$ cat config.mk
export PLATFORM = sky130hd
export DESIGN_NAME = reset_sequencer
export DESIGN_NICKNAME = d
export VERILOG_FILES = /design/src/rtl/reset_seq_pkg.sv /design/src/rtl/sync_debounce.sv /design/src/rtl/reset_sequencer.sv
export SDC_FILE = /design/constraint.sdc
export NUM_CORES = 1
export LEC_CHECK = 0
export CORE_UTILIZATION = 40
export DETAILED_ROUTE_END_ITERATION = 10
export PLACE_DENSITY_LB_ADDON = 0.08
export SETUP_SLACK_MARGIN = 0.5
export SLEW_MARGIN = 20
export SYNTH_ARGS = -nofsm -noshare
export SYNTH_HDL_FRONTEND = slang
export SYNTH_SLANG_ARGS = --single-unit
export TNS_END_PERCENT = 30
$ cat constraint.sdc
create_clock -name clk -period 1.8 [get_ports clk]
set_input_delay 0.36 -clock clk [delete_from_list [all_inputs] [get_ports clk]]
set_output_delay 0.36 -clock clk [all_outputs]
set_load 0.01 [all_outputs]
$ cat src/rtl/reset_seq_pkg.sv
// Shared types for the staged reset controller.
// Cause and state encodings plus the fault-cause priority helper.
package reset_seq_pkg;

    typedef enum logic [1:0] {
        CAUSE_POR      = 2'b00,
        CAUSE_LOCK     = 2'b01,
        CAUSE_BUTTON   = 2'b10,
        CAUSE_SOFTWARE = 2'b11
    } cause_e;

    typedef enum logic [1:0] {
        ST_ASSERT  = 2'b00,
        ST_HOLD    = 2'b01,
        ST_RELEASE = 2'b10,
        ST_RUN     = 2'b11
    } state_e;

    localparam int unsigned LOSS_MAX = 255;

    // Same-cycle faults resolve as LOCK > BUTTON > SOFTWARE.
    function automatic cause_e fault_cause(input logic lock_f, input logic btn_f);
        if (lock_f) begin
            return CAUSE_LOCK;
        end else if (btn_f) begin
            return CAUSE_BUTTON;
        end
        return CAUSE_SOFTWARE;
    endfunction

endpackage

$ cat src/rtl/sync_debounce.sv
// Two-flop synchroniser followed by a stable-count filter.
// The filtered level moves only after CYCLES consecutive differing samples.
module sync_debounce #(
    parameter int unsigned CYCLES = 480000,
    parameter logic        IDLE   = 1'b1
) (
    input  logic clk,
    input  logic reset_i,
    input  logic async_i,
    output logic level_o
);

    localparam int unsigned CW = $clog2(CYCLES + 1);

    logic          meta_q;
    logic          sync_q;
    logic          level_q;
    logic          level_d;
    logic [CW-1:0] cnt_q;
    logic [CW-1:0] cnt_d;

    always_comb begin
        level_d = level_q;
        cnt_d   = '0;
        if (sync_q != level_q) begin
            if (cnt_q == CW'(CYCLES - 1)) begin
                level_d = sync_q;
            end else begin
                cnt_d = cnt_q + 1'b1;
            end
        end
    end

    always_ff @(posedge clk) begin
        if (reset_i) begin
            meta_q  <= 1'b0;
            sync_q  <= 1'b0;
            level_q <= IDLE;
            cnt_q   <= '0;
        end else begin
            meta_q  <= async_i;
            sync_q  <= meta_q;
            level_q <= level_d;
            cnt_q   <= cnt_d;
        end
    end

    assign level_o = level_q;

endmodule

$ cat src/rtl/reset_sequencer.sv
// Staged reset release driven by PLL locks, a debounced button and software.
// Define RESET_SEQ_WATCHDOG_EN to add the wdt_kick_i port and watchdog fault.
module reset_sequencer
    import reset_seq_pkg::*;
#(
    parameter int unsigned NUM_LOCKS       = 3,
    parameter int unsigned NUM_STAGES      = 3,
    parameter int unsigned HOLD_CYCLES     = 1024,
    parameter int unsigned STAGE_DELAY     = 256,
    parameter int unsigned DEBOUNCE_CYCLES = 480000,
    parameter int unsigned WDT_CYCLES      = 48000000
) (
    input  logic                  clk,
    input  logic                  reset_i,
    input  logic [NUM_LOCKS-1:0]  pll_locked_i,
    input  logic                  btn_n_i,
    input  logic                  sw_reset_i,
`ifdef RESET_SEQ_WATCHDOG_EN
    input  logic                  wdt_kick_i,
`endif
    output logic [NUM_STAGES-1:0] reset_o,
    output logic                  ready_o,
    output logic [1:0]            cause_o,
    output logic [7:0]            lock_loss_count_o
);

    localparam int unsigned HW  = $clog2(HOLD_CYCLES + 1);
    localparam int unsigned DW  = $clog2(STAGE_DELAY + 1);
    localparam int unsigned STW = $clog2(NUM_STAGES + 1);

    logic [NUM_LOCKS-1:0] lock_meta_q;
    logic [NUM_LOCKS-1:0] lock_sync_q;
    logic                 btn_level;
    logic                 pressed;
    logic                 all_locked;
    logic                 good;
    logic                 fault;
    logic                 wdt_fault;

    state_e         state_q, state_d;
    cause_e         cause_q, cause_d;
    logic [HW-1:0]  hold_q, hold_d;
    logic [DW-1:0]  dly_q, dly_d;
    logic [STW-1:0] stage_q, stage_d;
    logic [7:0]     loss_q, loss_d;

    sync_debounce #(
        .CYCLES (DEBOUNCE_CYCLES),
        .IDLE   (1'b1)
    ) u_btn (
        .clk     (clk),
        .reset_i (reset_i),
        .async_i (btn_n_i),
        .level_o (btn_level)
    );

    assign pressed    = ~btn_level;
    assign all_locked = &lock_sync_q;
    assign good       = all_locked & ~pressed;

`ifdef RESET_SEQ_WATCHDOG_EN
    localparam int unsigned WW = $clog2(WDT_CYCLES + 1);

    logic [WW-1:0] wdt_q, wdt_d;

    // Held at zero outside RUN so it starts fresh on every RUN entry.
    always_comb begin
        wdt_d = wdt_q;
        if (state_q != ST_RUN || wdt_kick_i) begin
            wdt_d = '0;
        end else if (wdt_q != WW'(WDT_CYCLES - 1)) begin
            wdt_d = wdt_q + 1'b1;
        end
    end

    always_ff @(posedge clk) begin
        if (reset_i) begin
            wdt_q <= '0;
        end else begin
            wdt_q <= wdt_d;
        end
    end

    assign wdt_fault = (state_q == ST_RUN) && (wdt_q == WW'(WDT_CYCLES - 1));
`else
    assign wdt_fault = 1'b0 & (WDT_CYCLES != 0);
`endif

    assign fault = ~all_locked | pressed | sw_reset_i | wdt_fault;

    always_ff @(posedge clk) begin
        if (reset_i) begin
            lock_meta_q <= '0;
            lock_sync_q <= '0;
            state_q     <= ST_ASSERT;
            cause_q     <= CAUSE_POR;
            hold_q      <= '0;
            dly_q       <= '0;
            stage_q     <= '0;
            loss_q      <= '0;
        end else begin
            lock_meta_q <= pll_locked_i;
            lock_sync_q <= lock_meta_q;
            state_q     <= state_d;
            cause_q     <= cause_d;
            hold_q      <= hold_d;
            dly_q       <= dly_d;
            stage_q     <= stage_d;
            loss_q      <= loss_d;
        end
    end

    always_comb begin
        state_d = state_q;
        cause_d = cause_q;
        hold_d  = hold_q;
        dly_d   = dly_q;
        stage_d = stage_q;
        loss_d  = loss_q;
        unique case (state_q)
            ST_ASSERT: begin
                hold_d = '0;
                if (good) state_d = ST_HOLD;
            end
            ST_HOLD: begin
                if (hold_q == HW'(HOLD_CYCLES - 1)) begin
                    state_d = ST_RELEASE;
                    dly_d   = '0;
                    stage_d = '0;
                end else begin
                    hold_d = hold_q + 1'b1;
                end
            end
            ST_RELEASE: begin
                if (dly_q == DW'(STAGE_DELAY - 1)) begin
                    dly_d   = '0;
                    stage_d = stage_q + 1'b1;
                    if (stage_q == STW'(NUM_STAGES - 1)) state_d = ST_RUN;
                end else begin
                    dly_d = dly_q + 1'b1;
                end
            end
            ST_RUN: begin
            end
            default: state_d = ST_ASSERT;
        endcase
        if (state_q != ST_ASSERT && fault) begin
            state_d = ST_ASSERT;
            hold_d  = '0;
            cause_d = fault_cause(~all_locked, pressed);
            if (state_q == ST_RUN && !all_locked && loss_q != 8'(LOSS_MAX)) begin
                loss_d = loss_q + 1'b1;
            end
        end
    end

    always_comb begin
        reset_o = '1;
        unique case (state_q)
            ST_RELEASE: begin
                for (int k = 0; k < NUM_STAGES; k++) begin
                    reset_o[k] = (STW'(k) >= stage_q);
                end
            end
            ST_RUN:  reset_o = '0;
            default: reset_o = '1;
        endcase
    end

    assign ready_o           = (state_q == ST_RUN);
    assign cause_o           = cause_q;
    assign lock_loss_count_o = loss_q;

endmodule

== Word-level counts from Yosys, hierarchy flattened ==
Index checks and enable logic that the tools add are counted.
W data, S select, Z words.

* Add/subtract/negate cells: 5
* Order comparisons: 3
* Eq/ne operators: 14
* Multiplexer cells: 20
* Bitwise operators: 6
* Reductions and logical operators: 18

{| class="wikitable"
|+ Operators by type and width
! cell !! number
|-
| $pmux W11 S2 || 1
|-
| $add A19 B1 Y19 const B || 1
|-
| $eq A19 B19 Y1 const B || 1
|-
| $mux W2 || 9
|-
| $mux W9 || 2
|-
| $pmux W9 S2 || 1
|-
| $add A11 B1 Y11 const B || 1
|-
| $eq A11 B10 Y1 const B || 1
|-
| $mux W11 || 1
|-
| $ne A2 B2 Y1 const B || 5
|-
| $add A9 B1 Y9 const B || 1
|-
| $eq A9 B8 Y1 const B || 1
|-
| $add A8 B1 Y8 const B || 1
|-
| $ne A8 B8 Y1 const B || 1
|-
| $reduce_and A2 Y1 || 4
|-
| $eq A2 B2 Y1 const B || 3
|-
| $pmux W2 S3 || 1
|-
| $pmux W3 S2 || 1
|-
| $reduce_and A3 Y1 || 2
|-
| $reduce_bool A2 Y1 || 3
|-
| $reduce_and A5 Y1 || 1
|-
| $ge A1 B2 Y1 const A || 2
|-
| $pmux W2 S2 || 1
|-
| $logic_and A1 B1 Y1 || 3
|-
| other kinds (13) || 18
|}

* Bits in registers: 62
* Input port bits: 7
* Output and inout port bits: 14
* Logic and storage cells: 78

== Longest topological paths before layout ==
Gate-level depths: netlist of the first run.

* Word-level depth: 7
* Depth in mapped cells: 8
* Gate-level depth less buffers: 6

== Cells and area by module ==
A second synthesis of the first run with hierarchy kept.

* Cells, all modules: 347
* Area, all modules: 3055.4 um^2

{| class="wikitable"
|+ By module, submodules not included
! module !! instances !! cells an instance !! area an instance (um^2) !! seq. area each (um^2)
|-
| reset_sequencer || 1 || 240 || 2094.5 || 800.8
|-
| sync_debounce || 1 || 107 || 960.9 || 440.4
|}

== Least setup slack after synthesis of the first run ==
OpenSTA, ideal clock, no wires.

* Kind: flip-flop to flip-flop
* From: register state_q[1]
* To: register dly_q[6]
* Library setup time: 0.117 ns
* Arrival: 1.779 ns
* Data required time: 1.683 ns
* Path slack: -0.096 ns
* Cell stages (with the launch flop): 8
* Path buffers: 1
* Path through: dfxtp_1 -> inv_1 -> ha_1 -> clkbuf_1 -> nand4b_1 -> o32ai_2 -> o21ai_0 -> a32o_1

* Longest elaborated chain between the ends: 3
* Elaborated cells on any way between the ends: 6

{| class="wikitable"
|+ Ends and longest elaborated chain
! what !! line !! text
|-
| start: declaration || reset_sequencer.sv:40 || <nowiki>state_e state_q, state_d;</nowiki>
|-
| start signal: assignment || reset_sequencer.sv:104 || <nowiki>state_q <= state_d;</nowiki>
|-
| $eq A2 B1 Y1 / $eq A2 B2 Y1 (equally long branches) || reset_sequencer.sv:120 || <nowiki>unique case (state_q)</nowiki>
|-
| $ne A2 B2 Y1 (no source line) / $reduce_bool A2 Y1 (equally long branches) || -- ||
|-
| $reduce_and A2 Y1 (no source line) || -- ||
|-
| end signal: assignment || reset_sequencer.sv:107 || <nowiki>dly_q <= dly_d;</nowiki>
|-
| end: declaration || reset_sequencer.sv:43 || <nowiki>logic [DW-1:0] dly_q, dly_d;</nowiki>
|}

Parallel ways exist; a longest one is shown, timed or not.
A chain may end at the register's enable or synchronous reset.

== Worst setup path in the final report of the first run ==
* From: register state_q[0]
* To: register loss_q[6], in the netlist lock_loss_count_o[6]

* Longest elaborated chain between the ends: 4
* Elaborated cells on any way between the ends: 6

{| class="wikitable"
|+ Ends and longest elaborated chain
! what !! line !! text
|-
| $eq A2 B2 Y1 || reset_sequencer.sv:151 || <nowiki>if (state_q == ST_RUN && !all_locked && loss_q != 8'(LOSS_MAX)) begin</nowiki>
|-
| $logic_and A1 B1 Y1 (2 in series) || reset_sequencer.sv:151 ||
|-
| $reduce_and A2 Y1 (no source line) (*) || -- ||
|-
| end signal: assignment || reset_sequencer.sv:109 || <nowiki>loss_q <= loss_d;</nowiki>
|-
| end: declaration || reset_sequencer.sv:45 || <nowiki>logic [7:0] loss_q, loss_d;</nowiki>
|}

Every way passes the cells marked *; elsewhere a longest branch is shown, timed or not.

==> out/metrics.yaml, run 1 <==
placement:
  hpwl_um: 4659
  place_area_mm2: 0.003692
  dp.cells: 494
  place_ws_ns: -0.05500
  portBuffers: 20
  globalplace.congestion: 0.7579
critical_path:
  end_kind: "flop"
  r2r_cells: 6
  cp-start-kind: "flop"
  path_buf_inv: 1
  arrival_ns: 1.99
  crit_cells: 6
  critPathMaxStageDelay_ns: 0.42
  crit_family: "compound AO/OA/AOI/OAI gates"
  crit_path_cell_trace: "inv_2 -> ha_2 -> a31oi_4 -> o211ai_1 -> or4_1 -> a21oi_1"
  crit_required_ns: 2.07
  cp_max_fo: 5
  critPathKind: "flop to flop"
  cpMaxStageDelayCell: "or4_1"
sta:
  whs_ns: 0.4337
  worst_slew_pin_slew_ns: 0.4254
  finClkSkew_ns: 0.008226
  hold_viol: 0
  setup_viol: 0
  final.min_clock_period_ns: 1.721
  rsz0062_at_grt: "true"
  worst_slack_ns: 0.07888
  maxSlewViolCount: 0
  finalCritPeriodShare_pct: 95.62
  slew_headroom_pct: 71.51
  fmax_mhz: 581.0
drt:
  dr.pass1.iters: 4
  vias_per_cell: 5.269
  vias: 2745
  drt_iter0_markers: 140
  drc: 0
  antenna_left: 0
  wl_per_cell_um: 13.19
  routed_wl_um: 6870
hold_path:
  min_path_type: "flop to flop"
  holdPathStages: 1
clock_tree:
  clk_path_buf_depth: 2
  h-tree-depth: 3
  clock_sinks: 62
  tritoncts: "yes"
  holdBufCountCts: 0
  cts.clk_slew.worst_paths_ns: 0.07
  numCtsBuffers: 9
  clk-insertion-delay-late_ns: 0.34
  cts_root_buf: "clkbuf_8"
synthesis:
  ys_seq_elements: 62
  synth_edf_count: 0
  syn_inst: 341
  synth.area.top_cells: "dfxtp_1 41%, ha_1 5.8%, nor2_1 4.3%"
  synth-seq-area-share_pct: 41.42
  synth_ff_type: "dfxtp_1"
  netlist_area_mm2: 0.002997
  yosys_warnings: 0
  synthDistinctLibCells: 55
  synth_fp_nets: 362
  async_flop_share_pct: 0
  yosys.area.top_type: "dfxtp_1"
  synth_top_area_share_pct: 41.42
  syn_avg_cell_area_um2: 8.788
grt:
  grt_pass1_vias: 2429
  grt_pass1_wl_um: 11360
  grt_overflow: 0
  grt_usage_pct: 18.91
  grt_max_degree: 30
  antenna_found_initial: 0
floorplanning:
  core.rowCount: 31
  core_area_mm2: 0.007253
  io_pins: 21
  chipHeight_um: 88.56
  start_util_pct: 41.31
  die_x_um: 88.56
  die_area_mm2: 0.007842
job:
  cap_violations: 0
finish:
  post_layout_nonfiller_instances: 521
  layout.nets: 438
  drive_above_1_share_pct: 31.04
  syn_to_final_growth_pct: 38.79
  stdcell_area_mm2: 0.004159
  antennaDiodeCount: 0
status:
  status: "finished clean"
power:
  p_leak_nw: 1.519
  power_density_mw_per_mm2: 750.6
  peakVddDrop_v: 0.0005265
==> worst paths after layout <==
check                            start                                 to  slack (ns)
max            state_q[0]$_SDFFE_PP0P_  lock_loss_count_o[6]$_SDFFE_PP0P_        0.08
min          lock_meta_q[2]$_SDFF_PP0_          lock_sync_q[2]$_SDFF_PP0_        0.43
max reg2reg    state_q[0]$_SDFFE_PP0P_  lock_loss_count_o[6]$_SDFFE_PP0P_        0.08
min reg2reg  lock_meta_q[2]$_SDFF_PP0_          lock_sync_q[2]$_SDFF_PP0_        0.43
==> cell type report <==
class	instances	area (µm²)
inverters	18	70.07
multi-input cells	251	1874
clock buffers	12	155.1
fillers	669	3094
clock inverters	4	45.04
repair buffers	75	618.1
flip-flops and latches	62	1272
well taps	99	123.9
==> sequential cells by signal, indices dropped and copies added, names as in the netlist, 2 cells and up <==
signal / flops
u_btn.cnt_q: 19
hold_q: 11
dly_q: 9
lock_loss_count_o: 8
lock_meta_q: 3
lock_sync_q: 3
cause_o: 2
stage_q: 2
state_q: 2
==> layout by cell type (no fill, tap or decap), types with 4 or more instances in the layout <==
cell / n
clkbuf_8: 11
dfxtp_1: 43
buf_2: 4
nor3_1: 12
ha_4: 5
nor4_1: 4
ha_1: 8
xor2_1: 8
nand2_1: 12
nand4_1: 14
inv_1: 15
o21ai_1: 5
and3_1: 7
a21oi_1: 18
xnor2_1: 10
o21ai_0: 8
buf_4: 52
dfxtp_2: 16
nand3_1: 16
clkdlybuf4s50_1: 14
nor2b_1: 12
nor2_1: 33
or3_1: 4
==> metrics by stage <==
stage | setup TNS [ns] | power [mW] | utilization [%]
2_1_floorplan | -0.03080 | 1.701 | -
3_3_place_gp | -0.1087 | 1.851 | 50.91
3_5_place_dp | -0.2706 | 1.852 | 50.91
4_1_cts | 0 | 3.152 | 56.27
5_1_grt | 0 | 3.285 | 57.34
6_report | 0 | 3.122 | 57.34
==> cells in the mapped netlist, types with 2 or more instances <==
master     n
a211oi_1   3
o21ai_0   15
nor2b_1   13
or4_1      2
a32o_1     3
o311ai_0   3
and3_1     9
nor2_1    34
nand2_1   15
ha_1      14
nand4_1   14
nor3_1    12
or3_1      5
nand4b_1   3
inv_1     18
mux2i_1    3
nor4_1     4
a311oi_1   3
a21oi_1   20
xnor2_1   10
o41ai_1    2
a31oi_1    3
xor2_1     8
o211ai_1   3
o31ai_1    4
clkbuf_1   8
nand3_1   20
o32a_1     2
dfxtp_1   62
==> cells by family (layout without fill, tap and decap cells) <==
| logic type | after synthesis | count (layout) | synth area share, % |
|---|---|---|---|
| adders and majority gates | 14 | 14 | 5.846 |
| buffers and inverters | 28 | 109 | 3.674 |
| DFF | 62 | 62 | 41.42 |
| AOI/OAI and AO/OA | 74 | 74 | 17.04 |
| muxes | 3 | 3 | 1.002 |
| and+or+nand+nor | 142 | 142 | 25.76 |
| xor gates and xnor gates | 18 | 18 | 5.261 |
==> routing by layer <==
metal  vias to the layer above  track usage (%)  share of wire (%)
met5                         -                0                  0
met4                         0            7.918                1.5
met3                        10            5.317                3.5
met2                        46            28.39                 46
met1                      1275            25.49                 49
li1                       1414                -                  -
==> report_power, final <==
part           internal [mW]  total, mW  switching (mW)
clock                  0.709       1.24           0.534
sequential              1.41       1.44          0.0362
combinational          0.210      0.435           0.225
total                   2.33       3.12           0.795
==> what timing repair did <==
action,CTS,global route
pin swaps,10,11
gates resized for setup,57,21
endpoints found under the setup margin,66,66
buffers inserted,7,4
Power figures use the tool's default switching activity.
==> run 2, diff against run 1 <==
==> constraint.sdc (replaced) <==
create_clock -name clk -period 1.4 [get_ports clk]
set_input_delay 0.28 -clock clk [delete_from_list [all_inputs] [get_ports clk]]
set_output_delay 0.28 -clock clk [all_outputs]
set_load 0.01 [all_outputs]
==> out/metrics.yaml, run 2 (synthesis gave the netlist of run 1 again) <==
critical_path:
  critPathKind: "flop to flop"
  arrival_ns: 1.94  # -0.05 ns
  crit_required_ns: 1.62  # -0.45 ns
  crit_path_cell_trace: "inv_4 -> ha_4 -> nand4b_1 -> buf_4 -> o32ai_4 -> buf_6 -> o21ai_2 -> a22o_1"
  end_kind: "flop"
  cp-start-kind: "flop"
  critPathMaxStageDelay_ns: 0.36  # -0.06 ns
  cpMaxStageDelayCell: "dfxtp_4"
  cp_max_fo: 5  # unchanged
finish:
  final_common_cell: "buf_4"
  syn_to_final_growth_pct: 57.37
  regMostFlops: "u_btn.cnt_q"
  post_layout_nonfiller_instances: 571  # +9.6%
  largest_registers: "u_btn.cnt_q: 19 flops, hold_q: 11 flops, dly_q: 9 flops"
  stdcell_area_mm2: 0.004716  # +13%
  layout.nets: 489  # +12%
  most-common-layout-cells: "92 x buf_4, 33 x nor2_1, 33 x dfxtp_1"
  drive_above_1_share_pct: 44.92  # +14 points
  post-route-util_pct: 65.02  # +7.7 points
  largest_reg_flops: 19  # unchanged
  n_fill_cell: 618  # -7.6%
  antennaDiodeCount: 0  # unchanged
power:
  p_leak_nw: 1.778  # +17%
  peakVddDrop_v: 0.0007031  # +34%
  total_power_mw: 4.120  # +32%
  power_density_mw_per_mm2: 873.6  # +16%
drt:
  routed_wl_um: 7388  # +7.5%
  wl_per_cell_um: 12.94  # -1.9%
  vias: 2934  # +6.9%
  drc: 0  # unchanged
  antenna_left: 0  # unchanged
  drt_iter0_markers: 106  # -24%
  vias_per_cell: 5.138  # -2.5%
  dr.pass1.iters: 4  # unchanged
clock_tree:
  clk_path_buf_depth: 2  # unchanged
  numCtsBuffers: 9  # unchanged
  h-tree-depth: 3  # unchanged
  clock_sinks: 62  # unchanged
  cts_root_buf: "clkbuf_8"
  clk-insertion-delay-late_ns: 0.33  # about the same
  tritoncts: "yes"
  cts.clk_slew.worst_paths_ns: 0.07  # about the same
  holdBufCountCts: 0  # unchanged
sta:
  worst_slew_pin_slew_ns: 0.5506  # +0.1252 ns
  whs_ns: 0.4369  # +0.003205 ns
  rsz0062_at_grt: "true"
  final.min_clock_period_ns: 1.719  # -0.002329 ns
  hold_viol: 0  # unchanged
  maxSlewViolCount: 0  # unchanged
  worst_slack_ns: -0.3188  # -0.3977 ns
  setup_viol: 55  # +55
  finalCritPeriodShare_pct: 122.8  # +27 points
  slew_headroom_pct: 63.13  # -8.4 points
  fmax_mhz: 581.8  # +0.14%
  finClkSkew_ns: 0.009707  # +0.001481 ns
placement:
  place_area_mm2: 0.004015  # +8.7%
  dp.cells: 537  # +8.7%
  portBuffers: 20  # unchanged
  hpwl_um: 4972  # +6.7%
  globalplace.congestion: 0.8049  # +6.2%
floorplanning:
  die_x_um: 88.56  # unchanged
  chipHeight_um: 88.56  # unchanged
  start_util_pct: 41.31  # unchanged
  core.rowCount: 31  # unchanged
  core_area_mm2: 0.007253  # unchanged
  io_pins: 21  # unchanged
  die_area_mm2: 0.007842  # unchanged
grt:
  grt_pass1_wl_um: 12140  # +6.8%
  grt_overflow: 0  # unchanged
  grt_usage_pct: 20.12  # +1.2 points
  antenna_found_initial: 0  # unchanged
  grt_max_degree: 30  # unchanged
  grt_pass1_vias: 2809  # +16%
hold_path:
  min_path_type: "flop to flop"
status:
  violations: "negative setup slack"
  status: "finished with violations"
job:
  cap_violations: 0  # unchanged
## run 2: cell types whose count changed in the layout (fill, tap and decap cells not counted), sizes merged
cell / before / now
clkdlybuf4s50: 14 / 6
clkinv: 3 / 2
clkinvlp: 0 / 1
dlymetal6s2s: 2 / 0
clkdlybuf4s15: 0 / 3
clkbuf: 12 / 11
buf: 59 / 117
## run 2: per-layer routing
layer	share of wire, %	GRT usage (%)	vias to the layer above
met3	2.5	4.011	14
met5	0	0	-
li1	-	-	1511
met1	48	24.64	1366
met2	47	34.13	43
met4	2.0	9.091	0
## run 2: worst paths after layout
path                                           startpoint                        end  slack [ns]  depth (start not counted)
worst min register to register  lock_meta_q[1]$_SDFF_PP0_  lock_sync_q[1]$_SDFF_PP0_        0.44                          1
worst max-delay path              state_q[1]$_SDFFE_PP0P_      dly_q[3]$_SDFFE_PP0P_       -0.32                          8
worst max register to register    state_q[1]$_SDFFE_PP0P_      dly_q[3]$_SDFFE_PP0P_       -0.32                          8
worst min-delay path            lock_meta_q[1]$_SDFF_PP0_  lock_sync_q[1]$_SDFF_PP0_        0.44                          1
## run 2: critical path: cells and delay by family, from the launching register on
family | cells | cell delay, ns
AOI/OAI and AO/OA | 3 | 0.58
buffers and inverters | 3 | 0.43
adders and majority gates | 1 | 0.12
and+or+nand+nor | 1 | 0.14
DFF | 1 | 0.36
## run 2: power by group
group,switching [mW],leakage (nW),internal [mW]
logic,0.355,1.17,0.385
clock network,0.671,0.0952,0.855
registers,0.0473,0.518,1.81
total,1.07,1.78,3.05
## run 2: repair_timing
action | 4_1_cts | 5_1_grt
setup endpoints to repair | 76 | 70
pin swaps | 31 | 18
buffers inserted | 11 | 8
gates resized for setup | 136 | 33
## run 2: through the flow
stage	setup TNS [ns]	setup WS (ns)
after floorplan	-6.876	-0.4308
after detailed placement	-12.45	-0.4848
final	-7.174	-0.3188
after global placement	-11.80	-0.4408
after global routing	-11.48	-0.3949
after CTS	-7.137	-0.2948
## run 2: cell type report
class / count / area [µm²] / share of cell area, %
Clock inverter: 4 / 47.55 / 1.008
Multi-Input combinational cell: 251 / 1974 / 41.87
Clock buffer: 11 / 141.4 / 2.998
Timing Repair Buffer: 126 / 1056 / 22.39
Inverter: 18 / 75.07 / 1.592
Tap cell: 99 / 123.9 / 2.627
Sequential cell: 62 / 1297 / 27.51
==> run 3, diff against run 2 <==
--- a/config.mk
+++ b/config.mk
@@ -7,7 +7,6 @@
 export LEC_CHECK = 0
 export CORE_UTILIZATION = 40
 export DETAILED_ROUTE_END_ITERATION = 10
-export PLACE_DENSITY_LB_ADDON = 0.08
 export SETUP_SLACK_MARGIN = 0.5
 export SLEW_MARGIN = 20
 export SYNTH_ARGS = -nofsm -noshare
==> out/metrics.yaml, run 3 (synthesis gave the netlist of run 1 again) <==
clock_tree:
  clock_sinks: 62  # unchanged
  clk-insertion-delay-late_ns: 0.35  # +0.02 ns
  clk_path_buf_depth: 2  # unchanged
  tritoncts: "yes"
  numCtsBuffers: 9  # unchanged
  cts_root_buf: "clkbuf_8"
  h-tree-depth: 3  # unchanged
  cts.clk_slew.worst_paths_ns: 0.08  # about the same
drt:
  drt_iter0_markers: 127  # +20%
  antenna_left: 0  # unchanged
  vias_per_cell: 5.200  # +1.2%
  vias: 2933  # -0.034%
  wl_per_cell_um: 13.32  # +2.9%
  dr.pass1.iters: 4  # unchanged
  drc: 0  # unchanged
  routed_wl_um: 7512  # +1.7%
critical_path:
  r2r_cells: 6  # -2
  crit_required_ns: 1.65  # +0.03 ns
  r2r_end: "hold_q[5]$_SDFFE_PP0P_"
  cp_max_fo: 5  # unchanged
  end_kind: "flop"
  critPathKind: "flop to flop"
  cp-start-kind: "flop"
  arrival_ns: 2.04  # +0.10 ns
  r2r_start: "state_q[1]$_SDFFE_PP0P_"
  r2r_slack_ns: -0.40  # -0.08 ns
job:
  cap_violations: 0  # unchanged
finish:
  stdcell_area_mm2: 0.004553  # -3.4%
  final_common_cell: "buf_4"
  syn_to_final_growth_pct: 51.94
  most-common-layout-cells: "90 x buf_4, 42 x dfxtp_1, 32 x nor2_1"
  n_fill_cell: 627  # +1.5%
  drive_above_1_share_pct: 40.86  # -4.1 points
  regMostFlops: "u_btn.cnt_q"
  final-seq-area_mm2: 0.001276  # -1.6%
  layout.nets: 481  # -1.6%
  largest_reg_flops: 19  # unchanged
  multi_input_area_mm2: 0.001887  # -4.4%
  largest_registers: "u_btn.cnt_q: 19 flops, hold_q: 11 flops, dly_q: 9 flops"
  antennaDiodeCount: 0  # unchanged
sta:
  hold_viol: 0  # unchanged
  whs_ns: 0.4352  # -0.001690 ns
  worst_slew_pin_slew_ns: 0.4931  # -0.05748 ns
  maxSlewViolCount: 0  # unchanged
  worst_slack_ns: -0.3951  # -0.07627 ns
  final.min_clock_period_ns: 1.795  # +0.07627 ns
  fmax_mhz: 557.1  # -4.2%
  rsz0062_at_grt: "true"
  slew_headroom_pct: 66.98  # +3.8 points
  setup_viol: 56  # +1.8%
  finalCritPeriodShare_pct: 128.2  # +5.4 points
  finClkSkew_ns: 0.01261  # +0.002900 ns
placement:
  place_area_mm2: 0.004025  # +0.25%
  globalplace.congestion: 0.7877  # -2.1%
  portBuffers: 20  # unchanged
  hpwl_um: 5006  # +0.67%
floorplanning:
  die_area_mm2: 0.007842  # unchanged
  die_x_um: 88.56  # unchanged
  core_area_mm2: 0.007253  # unchanged
  start_util_pct: 41.31  # unchanged
  core.rowCount: 31  # unchanged
  chipHeight_um: 88.56  # unchanged
  io_pins: 21  # unchanged
power:
  total_power_mw: 4.273  # +3.7%
  power_density_mw_per_mm2: 938.5  # +7.4%
  peakVddDrop_v: 0.0007657  # +8.9%
  p_leak_nw: 1.720  # -3.3%
grt:
  grt_overflow: 0  # unchanged
  grt_usage_pct: 20.88  # +0.76 points
  antenna_found_initial: 0  # unchanged
  grt_pass1_vias: 2847  # +1.4%
  grt_max_degree: 30  # unchanged
  grt_pass1_wl_um: 12550  # +3.4%
hold_path:
  min_path_type: "flop to flop"
  holdPathStages: 1  # unchanged
  holdPathEnd: "lock_sync_q[1]$_SDFF_PP0_"
  min-delay-start: "lock_meta_q[1]$_SDFF_PP0_"
status:
  status: "finished with violations"
  violations: "negative setup slack"
-- run 3: worst max path at each step --
| stage | slack [ns] | startpoint | end |
|---|---|---|---|
| 3_3_place_gp | -0.38 | state_q[0]$_SDFFE_PP0P_ | dly_q[0]$_SDFFE_PP0P_ |
| 2_1_floorplan | -0.43 | state_q[1]$_SDFFE_PP0P_ | dly_q[0]$_SDFFE_PP0P_ |
| 5_1_grt | -0.45 | state_q[1]$_SDFFE_PP0P_ | hold_q[5]$_SDFFE_PP0P_ |
| 6_report | -0.40 | state_q[1]$_SDFFE_PP0P_ | hold_q[5]$_SDFFE_PP0P_ |
| 4_1_cts | -0.34 | state_q[0]$_SDFFE_PP0P_ | dly_q[0]$_SDFFE_PP0P_ |
| 3_5_place_dp | -0.42 | state_q[0]$_SDFFE_PP0P_ | dly_q[0]$_SDFFE_PP0P_ |
-- run 3: per-layer routing --
layer,up-vias,track usage [%],share of wire [%]
met5,-,0,0
met4,0,9.677,1.6
met3,12,3.451,2.9
met2,34,35.94,48
met1,1393,25.47,47
li1,1494,-,-
-- run 3: final cells by class --
type / count / share of cell area (%)
Clock buffer: 10 / 3.023
Clock inverter: 6 / 1.869
Inverter: 18 / 1.539
Multi-Input combinational cell: 251 / 41.44
Sequential cell: 62 / 28.03
Tap cell: 99 / 2.721
Timing Repair Buffer: 118 / 21.38
-- run 3: what timing repair did --
item | CTS | global route
pin swaps | 27 | 6
hold buffers | 0 | 0
resized for setup | 109 | 26
setup endpoints to repair | 76 | 75
buffers inserted | 6 | 2
-- run 3: critical path, cell delays in order (launching register included) --
cell      delay [ns]
dfxtp_4         0.38
inv_4           0.08
ha_4            0.13
nand4b_1        0.20
buf_4           0.21
o32a_1          0.40
a311oi_2        0.30
-- run 3: where the power goes --
group	leakage [nW]	switching, mW	internal [mW]	total (mW)
logic	1.10	0.323	0.331	0.654
clock network	0.108	0.730	1.04	1.77
registers	0.513	0.0391	1.81	1.85
-- run 3: per-stage QoR --
stage | setup slack [ns] | utilization (%) | TNS (ns) | instances
4_1_cts | -0.3439 | 61.53 | -8.772 | 562
6_report | -0.3951 | 62.77 | -10.19 | 564
5_1_grt | -0.4499 | 62.77 | -14.26 | 564
3_3_place_gp | -0.3775 | 55.49 | -12.49 | 540
3_5_place_dp | -0.4194 | 55.49 | -13.38 | 540
2_1_floorplan | -0.4308 | - | -6.876 | 341
